===== config.mk =====
export PLATFORM = sky130hd
export DESIGN_NAME = config_chain_receiver
export DESIGN_NICKNAME = d
export VERILOG_FILES = /design/src/rtl/config_chain_receiver.sv
export SDC_FILE = /design/constraint.sdc
export NUM_CORES = 2
export LEC_CHECK = 0
export CAP_MARGIN = 10
export CORE_AREA = 5 5 569 571
export DETAILED_ROUTE_END_ITERATION = 7
export DIE_AREA = 0 0 574 576
export PLACE_DENSITY = 0.65
export SLEW_MARGIN = 15
export SYNTH_ARGS = -nofsm -noshare
export SYNTH_HDL_FRONTEND = slang
export SYNTH_SLANG_ARGS = --single-unit

===== constraint.sdc =====
create_clock -name clk -period 5.1 [get_ports clk]
set_input_delay 0.51 -clock clk [delete_from_list [all_inputs] [get_ports clk]]
set_output_delay 0.51 -clock clk [all_outputs]
set_load 0.05 [all_outputs]

===== src/rtl/config_chain_receiver.sv =====
// Serial configuration chain receiver: oversamples async prog_* lines, shifts an N-bit chain
// (bit 0 first, tail on prog_out) and commits a correct-length frame to cfg_out on prog_en fall.
module config_chain_receiver #(
  parameter int N           = 1480,
  parameter int SYNC_STAGES = 2
) (
  input  logic         clk,
  input  logic         reset_n,
  input  logic         prog_in,
  input  logic         prog_clk,
  input  logic         prog_en,
  output logic         prog_out,
  output logic [N-1:0] cfg_out,
  output logic         cfg_valid,
  output logic         load_err,
  output logic         busy
);

  localparam int CW = $clog2(N + 2);

  typedef enum logic [1:0] {IDLE, SHIFT, COMMIT} state_t;

  logic [SYNC_STAGES-1:0] pclk_sync_q, pin_sync_q, pen_sync_q;
  logic                   pclk_d1_q, pen_d1_q;
  logic                   pclk_s, pin_s, pen_s;
  logic                   pclk_rise, pen_rise, pen_fall;

  state_t         state_q;
  logic [N-1:0]   shift_q, shift_d, cfg_q;
  logic [CW-1:0]  bit_cnt_q, bit_cnt_d;
  logic           cfg_valid_q, load_err_q, busy_q, pen_pend_q;

  // All three lines share one depth so data stays aligned with its strobe.
  always_ff @(posedge clk or negedge reset_n) begin
    if (!reset_n) begin
      pclk_sync_q <= '0;
      pin_sync_q  <= '0;
      pen_sync_q  <= '0;
      pclk_d1_q   <= 1'b0;
      pen_d1_q    <= 1'b0;
    end else begin
      pclk_sync_q <= {pclk_sync_q[SYNC_STAGES-2:0], prog_clk};
      pin_sync_q  <= {pin_sync_q[SYNC_STAGES-2:0], prog_in};
      pen_sync_q  <= {pen_sync_q[SYNC_STAGES-2:0], prog_en};
      pclk_d1_q   <= pclk_s;
      pen_d1_q    <= pen_s;
    end
  end

  assign pclk_s    = pclk_sync_q[SYNC_STAGES-1];
  assign pin_s     = pin_sync_q[SYNC_STAGES-1];
  assign pen_s     = pen_sync_q[SYNC_STAGES-1];
  assign pclk_rise = pclk_s & ~pclk_d1_q;
  assign pen_rise  = pen_s & ~pen_d1_q;
  assign pen_fall  = ~pen_s & pen_d1_q;

  assign shift_d   = {pin_s, shift_q[N-1:1]};
  // Saturate at N+1 so an over-length frame can never alias to N.
  assign bit_cnt_d = (bit_cnt_q == CW'(N + 1)) ? bit_cnt_q : bit_cnt_q + 1'b1;

  always_ff @(posedge clk or negedge reset_n) begin
    if (!reset_n) begin
      state_q     <= IDLE;
      shift_q     <= '0;
      cfg_q       <= '0;
      bit_cnt_q   <= '0;
      cfg_valid_q <= 1'b0;
      load_err_q  <= 1'b0;
      busy_q      <= 1'b0;
      pen_pend_q  <= 1'b0;
    end else begin
      case (state_q)
        IDLE: begin
          if (pen_rise || pen_pend_q) begin
            state_q    <= SHIFT;
            busy_q     <= 1'b1;
            bit_cnt_q  <= '0;
            pen_pend_q <= 1'b0;
          end
        end
        SHIFT: begin
          if (pen_fall) begin
            state_q <= COMMIT;
            busy_q  <= 1'b0;
          end else if (pclk_rise && pen_s) begin
            shift_q   <= shift_d;
            bit_cnt_q <= bit_cnt_d;
          end
        end
        COMMIT: begin
          state_q <= IDLE;
          if (bit_cnt_q == CW'(N)) begin
            cfg_q       <= shift_q;
            cfg_valid_q <= 1'b1;
            load_err_q  <= 1'b0;
          end else begin
            load_err_q  <= 1'b1;
          end
          // A new frame may start while we commit; remember it for IDLE.
          if (pen_rise) pen_pend_q <= 1'b1;
        end
        default: begin
          state_q <= IDLE;
          busy_q  <= 1'b0;
        end
      endcase
    end
  end

  assign prog_out  = shift_q[0];
  assign cfg_out   = cfg_q;
  assign cfg_valid = cfg_valid_q;
  assign load_err  = load_err_q;
  assign busy      = busy_q;

endmodule


==> results.toml <==
[outcome]
status = "finished, final reports clean"

[pwr]
powerDensity_mw_per_mm2 = 341
p_comb_share_pct = 2.7
switching_share_pct = 22.6
clock_power_share_pct = 49.2
p_leak_nw = 77.7
p_switching_mw = 11.2
ir_worst_vdd_mv = 0.377
p_int_mw = 38.3
pwr-share-seq_pct = 48.1

[die]
initial_core_util_pct = 36.2
fp.dieArea_sq_mm = 0.331
core_sq_mm = 0.317
die_x_microns = 574
pin_count = 1489
die_h_microns = 576
rows = 207

[critical_path]
cp_max_fo = 101
path_buf_inv = 2
worstSetupPathType = "flop to flop"
crit_slowest_cell = "or4b_4"
startpoint_type = "flop"
reg2reg_depth = 6
worstSetupEndpointType = "flop"
crit_required_ns = 5.82
r2r-start = "bit_cnt_q[4]"
rrSetupSlack_ns = 1.63
crit_family = "simple AND/OR/NAND/NOR gates"
crit_path_cell_trace = "or4b_4 -> nor4b_2 -> nand3_4 -> buf_12 -> buf_4 -> mux2_4"
crit_arrival_ns = 4.19
reg2reg_to = "cfg_out[1065]"
max_stage_delay_ns = 0.57

[route]
vias_per_cell = 4.67
drt_iter0_drc = 5546
wl_mm = 318
drtPass1Iterations = 5
drc = 0
vias = 71819
ant_nets = 0
wl_per_cell_microns = 20.7

[timing]
fin_skew_ns = 0.0716
fin_setup_tns_ns = 0
hold_viol_final = 0
post-route-period-util_pct = 68.1
hold_slack_ns = 0.309
rsz0062_at_grt = "no"
tightestPinTransition_ns = 1.16
fin_crit_ns = 3.47
max_freq_mhz = 288
setup_violations = 0
worst_slack_ns = 1.63
slew_violations = 0
worst_slew_margin_rel_pct = 22.6

[place]
post-dp-hpwl_mm = 221
pre_cts_slack_ns = 1.76
portBuffers = 1488
place.gp.congestion = 0.828

[logic_synthesis]
syn_nets = 9490
synthesis.area_sq_mm = 0.115
synthAdderAreaFrac_pct = 0.0327
synth_commonest_cells = "4449 x nand2_1, 2985 x dfrtp_1, 970 x mux2_4, 503 x mux2_2, 336 x clkbuf_1"
synth_top_family_by_area = "multiplexers"
syn-mean-instance-area_sq_um = 12.1
synth.area.mux_share_pct = 17.7
synth.distinct_cells = 43
yosys-top-cells-area = "dfrtp_1 65%, nand2_1 15%, mux2_4 13%, mux2_2 4.9%, clkbuf_1 1.1%"
ys_warn_count = 0
async_flop_share_pct = 100
synth_xor_area_share_pct = 0.00762
ys_ff_latch = 2985
synth_edf_count = 0
yosysMostFrequentCell = "nand2_1"
synth_top_area_cell = "dfrtp_1"
synth-simple-area-share_pct = 14.7
synth.top_cell.area_share_pct = 65.0
ys_seq_area_share_pct = 65.0
synth_ff_type = "dfrtp_1"
syn_inst = 9482
synth_compound_area_share_pct = 0.132

[cts]
cts.sinks = 2985
cts_buffers = 322
cts.clk_slew.worst_paths_ns = 0.06
root_buffer = "clkbuf_16"
htreeDepth = 5
cts_tree = "built"
clock_latency_ns = 0.90
cts_buffer_depth = 4

[finish]
fillers = 28307
drive_gt1_share_pct = 18.9
area_growth_syn_to_layout_pct = 26.3
fin_nets = 10938

[job]
maxCapViolCount = 0

[grt]
grt_pass1_vias = 72574
grt_use_total_pct = 18.7
antenna_found_initial = 1
grt_max_degree = 192
gr-total-overflow = 0
grt_pass1_wl_mm = 481

[hold_path]
hp-class = "primary input to asynchronous set/reset pin"
cells in the final DEF, fill, tap and decap left out, types with 3 or more instances in the layout:
master,instances
mux2_1,8
clkbuf_1,73
ha_1,3
clkdlybuf4s50_1,1487
nand2b_1,3
nand3_1,4
mux2_2,503
clkinv_4,4
and2_1,3
inv_1,4
buf_4,78
buf_12,50
o21ai_0,5
nor2_1,8
nor4_1,3
clkinvlp_4,6
clkinv_8,3
inv_6,3
bufinv_16,25
clkinv_16,16
dlygate4sd3_1,4
dfrtp_1,2985
clkbuf_8,85
a221o_1,4
inv_16,3
a21oi_1,3
nand2_1,4449
mux2_4,970
clkinv_2,31
clkbuf_16,325
repair_timing:
item | in CTS | in global routing
hold buffers | 4 | 0
resized for setup | 0 | 0
setup buffers | 0 | 0
endpoints found under the hold margin | 60 | 0
through the flow:
step           util (%)  std cells  cell area [sq um]  power (mW)
3_5_place_dp       42.2      14782             134000        25.6
5_1_grt            45.8      15362             145000        51.2
3_3_place_gp       42.2      14782             134000        25.6
2_1_floorplan         -       9482             115000        24.8
4_1_cts            45.8      15361             145000        50.1
6_report           45.8      15363             145000        49.4
how the worst max path moves through the flow:
stage / endpoint / depth (start not counted) / start / slack [ns]
floorplan: cfg_out[1000] / 8 / bit_cnt_q[5] / 2.82
global placement: cfg_out[1018] / 6 / bit_cnt_q[5] / 1.78
detailed placement: cfg_out[1018] / 6 / bit_cnt_q[5] / 1.76
CTS: cfg_out[1065] / 6 / bit_cnt_q[4] / 1.73
global route: cfg_out[1065] / 6 / bit_cnt_q[5] / 1.57
finish: cfg_out[1065] / 6 / bit_cnt_q[4] / 1.63
metal layers:
layer | up-vias | routed length (microns) | global-route usage, %
met5 | - | 0 | 0
met2 | 1926 | 146000 | 29.5
li1 | 33082 | - | -
met1 | 36322 | 130000 | 23.5
met3 | 489 | 27100 | 6.53
met4 | 0 | 14400 | 7.46
final cells by class:
| class | instances | area [sq um] | area share (%) |
|---|---|---|---|
| Clock inverter | 92 | 1610 | 1.11 |
| Multi-Input combinational cell | 5997 | 37500 | 25.8 |
| Sequential cell | 2985 | 74700 | 51.5 |
| Antenna cell | 2 | 5.00 | 0.00345 |
| Clock buffer | 483 | 9580 | 6.60 |
| Timing Repair Buffer | 1620 | 16500 | 11.4 |
| Inverter | 4 | 15.0 | 0.0103 |
| Tap cell | 4180 | 5230 | 3.60 |
state kept, by name, summed over array words and instances (netlist names):
signal,flops
shift_q,1480
pen_d1_q,1
pen_pend_q,1
cfg_valid,1
pin_sync_q,2
pclk_d1_q,1
busy,1
pen_sync_q,2
load_err,1
pclk_sync_q,2
state_q,2
cfg_out,1480
bit_cnt_q,11
power groups by stage:
stage / Sequential (mW) / Clock (mW) / Combinational [mW]
after floorplan: 24.2 / 0 / 0.541
after global routing: 23.8 / 25.9 / 1.53
after detailed placement: 24.2 / 0 / 1.39
after global placement: 24.2 / 0 / 1.39
after CTS: 23.8 / 24.9 / 1.40
final: 23.8 / 24.3 / 1.35
cells by family (layout without fill, tap and decap cells):
group           count (synthesis)  in the layout
simple gates                 4489           4489
flops                        2985           2985
mux                          1483           1483
buf+inv                       500           2199
compound gates                 21             21
fa+ha+maj                       3              3
xor+xnor                        1              1
other cells                     0              2
No activity file was read; power rests on OpenSTA's default activity.
